File: config.mk
export PLATFORM = sky130hd
export DESIGN_NAME = noc_congestion_monitor_flat
export DESIGN_NICKNAME = d
export VERILOG_FILES = /design/src/rtl/noc_pkg.sv /design/src/rtl/noc_congestion_monitor_if.sv /design/src/rtl/noc_cm_port.sv /design/src/rtl/noc_congestion_monitor.sv /design/src/flat_wrapper.sv
export SDC_FILE = /design/constraint.sdc
export NUM_CORES = 1
export LEC_CHECK = 0
export CAP_MARGIN = 20
export CORE_UTILIZATION = 54
export DETAILED_ROUTE_END_ITERATION = 10
export PLACE_DENSITY = 0.81
export SLEW_MARGIN = 20
export SYNTH_ARGS = -nofsm -noshare
export SYNTH_HDL_FRONTEND = slang
export SYNTH_HIERARCHICAL = 1
export SYNTH_SLANG_ARGS = --single-unit
File: constraint.sdc
create_clock -name clk -period 2.46 [get_ports clk]
set_input_delay 0.246 -clock clk [delete_from_list [all_inputs] [get_ports clk]]
set_output_delay 0.246 -clock clk [all_outputs]
set_load 0.01 [all_outputs]
File: src/rtl/noc_pkg.sv
// rtl/noc_pkg.sv - shared NoC types, port index macros and congestion monitor defaults
`ifndef EAST
`define EAST 0
`endif
`ifndef WEST
`define WEST 1
`endif
`ifndef NORTH
`define NORTH 2
`endif
`ifndef SOUTH
`define SOUTH 3
`endif

package noc_pkg;

  typedef struct packed {
    logic [1:0]  vc;
    logic        last;
    logic [31:0] data;
  } flit_t;

  typedef enum logic {
    CM_CLEAR = 1'b0,
    CM_CONG  = 1'b1
  } cm_state_t;

  localparam int CM_NP        = 4;
  localparam int CM_NV        = 2;
  localparam int CM_BUF_DEPTH = 4;
  localparam int CM_HI_THR    = 6;
  localparam int CM_LO_THR    = 3;
  localparam int CM_MIN_DWELL = 4;

  // Per-VC used-credit counter width: must hold 0..depth.
  function automatic int cm_cw(input int depth);
    return $clog2(depth + 1);
  endfunction

  // Per-port load width: must hold 0..nv*depth.
  function automatic int cm_tw(input int nv, input int depth);
    return $clog2(nv * depth + 1);
  endfunction

  // Dwell counter width; keep at least one bit so MIN_DWELL = 0 still elaborates.
  function automatic int cm_dw(input int dwell);
    return (dwell > 0) ? $clog2(dwell + 1) : 1;
  endfunction

endpackage

File: src/rtl/noc_congestion_monitor_if.sv
// rtl/noc_congestion_monitor_if.sv - credit event inputs and congestion status outputs of the monitor
interface noc_congestion_monitor_if
  import noc_pkg::*;
#(
  parameter int NP        = CM_NP,
  parameter int NV        = CM_NV,
  parameter int BUF_DEPTH = CM_BUF_DEPTH
);
  localparam int TW = cm_tw(NV, BUF_DEPTH);

  logic                  en;
  logic [NP-1:0][NV-1:0] credit_consume;
  logic [NP-1:0][NV-1:0] credit_return;
  logic [NP-1:0][NV-1:0] credit_avail;
  logic [NP-1:0][TW-1:0] port_load;
  logic [NP-1:0]         congestion;
  logic [NP-1:0]         cred_err;

  // Router datapath side: reports credit events, consumes status.
  modport master (
    output en, credit_consume, credit_return,
    input  credit_avail, port_load, congestion, cred_err
  );

  // Monitor side.
  modport slave (
    input  en, credit_consume, credit_return,
    output credit_avail, port_load, congestion, cred_err
  );
endinterface

File: src/rtl/noc_cm_port.sv
// rtl/noc_cm_port.sv - one output port: per-VC credit counters, load sum, hysteresis FSM with dwell
module noc_cm_port
  import noc_pkg::*;
#(
  parameter int NV        = CM_NV,
  parameter int BUF_DEPTH = CM_BUF_DEPTH,
  parameter int HI_THR    = CM_HI_THR,
  parameter int LO_THR    = CM_LO_THR,
  parameter int MIN_DWELL = CM_MIN_DWELL,
  localparam int CW       = cm_cw(BUF_DEPTH),
  localparam int TW       = cm_tw(NV, BUF_DEPTH),
  localparam int DW       = cm_dw(MIN_DWELL)
) (
  input  logic          clk,
  input  logic          rst,
  input  logic          en,
  input  logic [NV-1:0] credit_consume,
  input  logic [NV-1:0] credit_return,
  output logic [NV-1:0] credit_avail,
  output logic [TW-1:0] port_load,
  output logic          congestion,
  output logic          cred_err
);

  logic [NV-1:0][CW-1:0] used_q, used_d;
  logic                  err_q, err_d;
  cm_state_t             state_q, state_d;
  logic [DW-1:0]         dwell_q, dwell_d;
  logic [TW-1:0]         load;

  // Counter update: simultaneous consume/return cancel; out-of-range events saturate and flag an error.
  always_comb begin
    used_d = used_q;
    err_d  = err_q;
    for (int v = 0; v < NV; v++) begin
      if (credit_consume[v] && !credit_return[v]) begin
        if (used_q[v] == CW'(BUF_DEPTH)) err_d = 1'b1;
        else                             used_d[v] = used_q[v] + 1'b1;
      end else if (credit_return[v] && !credit_consume[v]) begin
        if (used_q[v] == '0) err_d = 1'b1;
        else                 used_d[v] = used_q[v] - 1'b1;
      end
    end
  end

  // Availability and total load are taken from the registered counters.
  always_comb begin
    load = '0;
    for (int v = 0; v < NV; v++) begin
      credit_avail[v] = (used_q[v] < CW'(BUF_DEPTH));
      load            = load + TW'(used_q[v]);
    end
  end

  // Hysteresis FSM next state; every transition reloads the dwell timer, dropping enable bypasses it.
  always_comb begin
    state_d = state_q;
    dwell_d = (dwell_q != '0) ? dwell_q - 1'b1 : '0;
    case (state_q)
      CM_CLEAR: begin
        if (en && load >= TW'(HI_THR) && dwell_q == '0) begin
          state_d = CM_CONG;
          dwell_d = DW'(MIN_DWELL);
        end
      end
      CM_CONG: begin
        if (!en || (load <= TW'(LO_THR) && dwell_q == '0)) begin
          state_d = CM_CLEAR;
          dwell_d = DW'(MIN_DWELL);
        end
      end
      default: begin
        state_d = CM_CLEAR;
        dwell_d = '0;
      end
    endcase
  end

  // State registers with synchronous reset; traffic during reset is discarded.
  always_ff @(posedge clk) begin
    if (rst) begin
      used_q  <= '0;
      err_q   <= 1'b0;
      state_q <= CM_CLEAR;
      dwell_q <= '0;
    end else begin
      used_q  <= used_d;
      err_q   <= err_d;
      state_q <= state_d;
      dwell_q <= dwell_d;
    end
  end

  assign port_load  = load;
  assign congestion = (state_q == CM_CONG);
  assign cred_err   = err_q;

endmodule

File: src/rtl/noc_congestion_monitor.sv
// rtl/noc_congestion_monitor.sv - per-port credit congestion monitor feeding adaptive routing
module noc_congestion_monitor
  import noc_pkg::*;
#(
  parameter int NP        = CM_NP,
  parameter int NV        = CM_NV,
  parameter int BUF_DEPTH = CM_BUF_DEPTH,
  parameter int HI_THR    = CM_HI_THR,
  parameter int LO_THR    = CM_LO_THR,
  parameter int MIN_DWELL = CM_MIN_DWELL
) (
  input  logic                    clk,
  input  logic                    rst,
  noc_congestion_monitor_if.slave bus
);

  // Ports share nothing but clock, reset and enable.
  for (genvar p = 0; p < NP; p++) begin : g_port
    noc_cm_port #(
      .NV        (NV),
      .BUF_DEPTH (BUF_DEPTH),
      .HI_THR    (HI_THR),
      .LO_THR    (LO_THR),
      .MIN_DWELL (MIN_DWELL)
    ) u_port (
      .clk            (clk),
      .rst            (rst),
      .en             (bus.en),
      .credit_consume (bus.credit_consume[p]),
      .credit_return  (bus.credit_return[p]),
      .credit_avail   (bus.credit_avail[p]),
      .port_load      (bus.port_load[p]),
      .congestion     (bus.congestion[p]),
      .cred_err       (bus.cred_err[p])
    );
  end

endmodule

File: src/flat_wrapper.sv
// flat-port wrapper written by rule: the top's interface ports become plain ports
module noc_congestion_monitor_flat import noc_pkg::*;
#(
  parameter int NP        = CM_NP,
  parameter int NV        = CM_NV,
  parameter int BUF_DEPTH = CM_BUF_DEPTH,
  parameter int HI_THR    = CM_HI_THR,
  parameter int LO_THR    = CM_LO_THR,
  parameter int MIN_DWELL = CM_MIN_DWELL
)
  (clk, rst, bus_en, bus_credit_consume, bus_credit_return, bus_credit_avail, bus_port_load, bus_congestion, bus_cred_err);
  noc_congestion_monitor_if #(.NP(NP), .NV(NV), .BUF_DEPTH(BUF_DEPTH)) bus_i ();
  input  logic clk;
  input  logic rst;
  input wire logic [$bits(bus_i.en)-1:0] bus_en;
  input wire logic [$bits(bus_i.credit_consume)-1:0] bus_credit_consume;
  input wire logic [$bits(bus_i.credit_return)-1:0] bus_credit_return;
  output wire logic [$bits(bus_i.credit_avail)-1:0] bus_credit_avail;
  output wire logic [$bits(bus_i.port_load)-1:0] bus_port_load;
  output wire logic [$bits(bus_i.congestion)-1:0] bus_congestion;
  output wire logic [$bits(bus_i.cred_err)-1:0] bus_cred_err;
  assign bus_i.en = bus_en;
  assign bus_i.credit_consume = bus_credit_consume;
  assign bus_i.credit_return = bus_credit_return;
  assign bus_credit_avail = bus_i.credit_avail;
  assign bus_port_load = bus_i.port_load;
  assign bus_congestion = bus_i.congestion;
  assign bus_cred_err = bus_i.cred_err;
  noc_congestion_monitor #(.NP(NP), .NV(NV), .BUF_DEPTH(BUF_DEPTH), .HI_THR(HI_THR), .LO_THR(LO_THR), .MIN_DWELL(MIN_DWELL)) u_core (.clk(clk), .rst(rst), .bus(bus_i));
endmodule
==> Word-level counts from Yosys, hierarchy flattened <==
Index checks and enable logic that the tools add are counted.
{ "word_totals": {"regBits": 44, "input_bits": 19, "out_inout_bits": 32, "elab_cells": 261} }
{ "classes": {"addsub": 24, "magnitude_cmp": 16, "n_eq_ne": 24, "n_mux": 92, "n_bitwise": 4, "reduce_logical": 81} }
{ "ops": {"columns": ["cell", "count"], "rows": [
  ["3-bit two-way mux", 44],
  ["1-bit two-way mux", 40],
  ["3-bit logical NOT", 12],
  ["3-bit by 1-bit subtractor with 3-bit output, second input constant", 12],
  ["2-bit != test, second input constant", 16],
  ["1-bit logical AND", 28],
  ["3-bit by 1-bit adder with 3-bit output, second input constant", 8],
  ["3-bit equality test, second input constant", 8],
  ["3-bit less-than comparator, second input constant", 8],
  ["3-bit one-hot mux with 2 select lines", 4],
  ["3-bit AND reduction", 8],
  ["1-bit logical NOT", 17],
  ["3-bit by 3-bit adder with 4-bit output", 4],
  ["4-bit by 3-bit >= comparator with 1-bit output, second input constant", 4],
  ["4-bit by 2-bit <= comparator with 1-bit output, second input constant", 4],
  ["2-bit nonzero test", 8],
  ["3-bit nonzero test", 4],
  ["1-bit one-hot mux with 2 select lines", 4],
  ["1-bit logical OR", 4],
  ["1-bit inverter", 4]
]} }

==> Depth between registers and ports, before layout <==
{ "logic_depth": {"word_depth": 7, "ltp_mapped": 8, "ltp_nobuf": 8} }

==> Modules after synthesis <==
The synthesis kept the hierarchy.
{ "by_module_without_submodules": {"columns": ["mod", "instances", "cells_each", "area_per_inst_um2", "seq_area_each_um2"], "rows": [
  ["noc_cm_port at u_core.g_port[0].u_port ...", 2, 87, 777.0, 220.2],
  ["noc_cm_port at u_core.g_port[3].u_port", 1, 92, 792.0, 220.2],
  ["noc_cm_port at u_core.g_port[1].u_port", 1, 87, 778.2, 220.2]
]} }

==> Worst setup path after synthesis <==
No wires, ideal clock.
{ "synth_path": {"kind": "register to register", "from": "reg u_core/g_port[2].u_port/used_q[0] (netlist name)", "to": "reg u_core.g_port[2].u_port.state_q", "setup_ns": 0.115, "arrival_ns": 1.795, "required_ns": 2.345, "setup_slack_ns": 0.550, "stages_incl_launch_ff": 8, "n_path_buf": 0, "period_less_slack_ns": 1.910, "cell_sequence": "dfxtp_1 > ha_1 > fa_1 > xnor2_1 > inv_2 > a221oi_2 > nor2_1 > o21a_1"} }
{ "synth_between": {"elab_chain_len": 6, "word_cells_on_any_way": 10, "cone_classes": "add/sub (1); order compare (2); mux (3); reduce/logical (4)"} }
{ "synth_lines": {"columns": ["item", "line_no", "rtl"], "rows": [
  ["start: declaration", "noc_cm_port.sv:25", "logic [NV-1:0][CW-1:0] used_q, used_d;"],
  ["start signal: assignment", "noc_cm_port.sv:87", "used_q <= used_d;"],
  ["3-bit by 3-bit adder with 4-bit output *", "noc_cm_port.sv:51", "load = load + TW'(used_q[v]);"],
  ["net bus_port_load[10]", "flat_wrapper.sv:19", "output wire logic [$bits(bus_i.port_load)-1:0] bus_port_load;"],
  ["4-bit by 2-bit <= comparator with 1-bit output or 4-bit by 3-bit >= comparator with 1-bit output (tied branches)", "noc_cm_port.sv:67, noc_cm_port.sv:61", null],
  ["1-bit logical AND, on equally long branches", "noc_cm_port.sv:67, noc_cm_port.sv:61", null],
  ["1-bit logical OR or 1-bit logical AND (tied branches)", "noc_cm_port.sv:67, noc_cm_port.sv:61", null],
  ["1-bit two-way mux, on equally long branches", "noc_cm_port.sv:67, noc_cm_port.sv:61", null],
  ["1-bit one-hot mux with 2 select lines *", "noc_cm_port.sv:59", "case (state_q)"],
  ["end signal: assignment", "noc_cm_port.sv:89", "state_q <= state_d;"],
  ["end: declaration", "noc_cm_port.sv:27", "cm_state_t state_q, state_d;"]
]} }
Mark *: on every way through the listed nets, which the timed path passes. The rest lies on a longest branch.
A chain may end at the register's enable or synchronous reset.

==> Worst setup path after layout <==
{ "layout_path": {"from": "reg u_core/g_port[1].u_port/used_q[0] (netlist name)", "to": "out bus_port_load[6]"} }
{ "layout_between": {"elab_chain_len": 1} }
{ "layout_lines": {"columns": ["item", "line_no"], "rows": [
  ["start: declaration", "noc_cm_port.sv:25"],
  ["start signal: assignment", "noc_cm_port.sv:87"],
  ["3-bit by 3-bit adder with 4-bit output", "noc_cm_port.sv:51"],
  ["end: declaration", "flat_wrapper.sv:19"]
]} }
Every way passes these cells.

==> reports/metrics.cfg <==
[grt]
grt_pass1_vias = 2431
grt_pass1_wl_um = 10200
grt_usage_pct = 20.4
grt_max_degree = 38
antenna_found_initial = 0
grt_overflow = 0

[cells_and_area]
syn_to_final_growth_pct = 22.0
final_core_util_pct = 68.8
antenna_cells = 0
final_cell_area_um2 = 3810
final_nets = 474
finalNonFillerCells = 479
drive_gt1_share_pct = 9.34

[timing]
hold_violations = 0
setup_violations = 0
fmax_mhz = 427
max-slew-margin-rel_pct = 68.3
hold_slack_ns = 0.433
maxSlewViolCount = 0
tightest_slew_ns = 0.474
fin_crit_sh_pct = 95.3
fin_skew_ns = 0.00275
min_period_ns = 2.34

[floorplanning]
chipWidth_um = 78.1
core_area_um2 = 5540
fp.dieH_um = 78.1
fp-row-count = 27
initial_core_util_pct = 56.4
die-area_um2 = 6090
ios = 51

[critical_path]
rr_worst_depth = 7
r2r-start = u_core/g_port[1].u_port/used_q[0]
worstSetupPathType = register to output port
crit_path_end_kind = output port
critPathMaxFanout = 4
critical_path.startpoint_type = register
r2r-end = u_core/g_port[1].u_port/dwell_q[2]
rrSetupSlack_ns = 0.44
critical_path_arrival_ns = 2.10
worstPathRequired_ns = 2.21

[power]
p_int_mw = 1.92
p_clk_share_pct = 13.4
pwr-share-seq_pct = 34.3
p_comb_share_pct = 52.4
ir_drop_mv = 0.433
leakage_nw = 1.70
power_density_nw_per_um2 = 823
p_sw_share_pct = 38.8
p_sw_mw = 1.22

[clock_tree]
cts_tree = yes
cts.path.max_buffers = 2
numCtsBuffers = 5
cts.sinks = 44
holdBufCountCts = 0
cts_root_buf = clkbuf_8
clk_transition_reported_paths_ns = 0.08
clk_latency_ns = 0.28
cts_htree_levels = 2

[placement]
placed_cell_area_um2 = 3700
place.gp.congestion = 0.810
port_buffers = 50
dp.final_hpwl_um = 4480
placed_cells = 472

[drt]
drt-wirelength-per-cell_um = 12.1
drc = 0
via_per_inst = 5.26
drt_first_iter_violations = 73
routed_wl_um = 5810
ant_nets = 0
drtPass1Iterations = 4
vias = 2518

[outcome]
status = completed

[yosys]
synthesis.nets = 420
synth-main-ff-cell = dfxtp_1
ys.warnings.count = 6
synth_cell_types = 35
postSynthAreaPerCell_um2 = 8.85
ys_seq_area_share_pct = 28.2
syn_inst = 353
synth_edf_count = 0
async_flop_share_pct = 0
syn_area_um2 = 3120
ys_seq_elements = 44

[worst_hold_path]
holdPathEnd = u_core/g_port[2].u_port/dwell_q[0]
whs_path_depth = 1
min_path_type = register to register
hp-start = u_core/g_port[2].u_port/dwell_q[0]

[flow_run]
drv_cap = 0

==> worst max path at each step <==
stage / cells past startpoint / end / startpoint
after floorplan: 7 / u_core/g_port[2].u_port/congestion / u_core/g_port[2].u_port/used_q[0]
after global placement: 8 / u_core/g_port[2].u_port/used_q[5] / bus_credit_consume[5]
after detailed placement: 8 / u_core/g_port[0].u_port/used_q[2] / bus_credit_consume[0]
after CTS: 6 / bus_port_load[14] / u_core/g_port[3].u_port/used_q[3]
after global routing: 5 / bus_port_load[6] / u_core/g_port[1].u_port/used_q[0]
final: 5 / bus_port_load[6] / u_core/g_port[1].u_port/used_q[0]
==> per-stage QoR <==
step | TNS [ns] | setup slack, ns | total power, mW
2_1_floorplan | 0 | 0.550 | 2.12
3_3_place_gp | 0 | 0.287 | 2.63
3_5_place_dp | 0 | 0.187 | 2.68
4_1_cts | 0 | 0.0614 | 3.12
5_1_grt | -0.0141 | -0.0141 | 3.41
6_report | 0 | 0.116 | 3.14
==> cells in the final DEF (no fill, tap or decap), types with 4 or more instances in the layout <==
cell	n
inv_1	50
a211oi_1	7
nor3_1	4
nor2_1	33
ha_1	36
clkbuf_8	5
or3b_1	4
dfxtp_2	4
nand2_1	26
and3_1	10
xor2_1	8
clkdlybuf4s50_1	50
mux2i_1	8
o21ai_0	12
a21oi_1	28
dfxtp_1	40
fa_1	11
xnor2_1	16
a21o_1	4
a211oi_2	8
==> kinds of logic (layout without fill, tap and decap cells) <==
kind of cell,after synthesis,count (layout),synth area share [%]
simple gates,94,94,15.1
flops,44,44,28.2
mux,8,8,2.56
compound gates,74,74,17.0
buf+inv,57,111,7.21
fa+ha+maj,48,48,22.1
xor+xnor,28,28,7.85
==> state kept, by name, indices dropped and copies added (netlist names) <==
signal / flops
u_core/g_port.u_port/dwell_q: 12
u_core/g_port.u_port/used_q: 24
u_core/g_port.u_port/cred_err: 4
u_core/g_port.u_port/congestion: 4
==> power by group through the flow <==
| stage | Combinational (mW) | Clock, mW | Sequential, mW |
|---|---|---|---|
| finish | 1.64 | 0.420 | 1.07 |
| global route | 1.82 | 0.475 | 1.11 |
| CTS | 1.60 | 0.443 | 1.07 |
| detailed placement | 1.59 | 0 | 1.09 |
| global placement | 1.55 | 0 | 1.08 |
| floorplan | 1.06 | 0 | 1.06 |
==> cells in the mapped netlist (2+ instances only) <==
library cell  count  area (µm²)
buf_4             3        22.5
nor3b_1           3        22.5
a21oi_1          28         140
o21ai_0          12        60.1
o21a_1            3        22.5
or2_2             3        18.8
a21o_1            4        30.0
or3b_2            3        26.3
xor2_1            9        78.8
or3b_1            4        35.0
nor3_1            4        20.0
a311oi_1          3        26.3
a211oi_2          8         100
and3_1           10        62.6
nand2_1          26        97.6
nor2_1           33         124
inv_2             3        11.3
nand4bb_1         2        22.5
fa_1             12         240
dfxtp_1          44         881
a221oi_2          3        45.0
and2b_1           3        22.5
mux2i_1           8        80.1
inv_1            50         188
ha_1             36         450
xnor2_1          19         166
or3_1             3        18.8
a211oi_1          7        52.6
==> worst max-delay path, cell delays in order (launching register included) <==
cell and delay [ns]:
dfxtp_1 0.36, ha_1 0.24, fa_1 0.42, xnor2_2 0.18, inv_2 0.08, clkdlybuf4s50_1 0.53
==> final cells by class <==
type / instances / area [µm²]
repair buffers: 51 / 508
clock buffers: 6 / 72.6
multi-input cells: 252 / 2050
well taps: 72 / 90.1
flip-flops and latches: 44 / 886
fillers: 467 / 1730
inverters: 53 / 199
clock inverters: 1 / 5.00
==> routing by layer <==
layer | vias to the layer above | part of all wire, % | GRT usage [%]
met5 | - | 0 | 0
met4 | 0 | 1.2 | 6.11
met3 | 7 | 2.9 | 3.14
met2 | 37 | 50 | 35.7
met1 | 1182 | 46 | 25.7
li1 | 1292 | - | -
==> timing repair <==
item	4_1_cts	5_1_grt
pin swaps	0	1
gates cloned	0	0
endpoints found under the setup margin	1	5
gates resized for setup	2	7
buffers inserted	0	0
(Power assumes the default switching activity.)
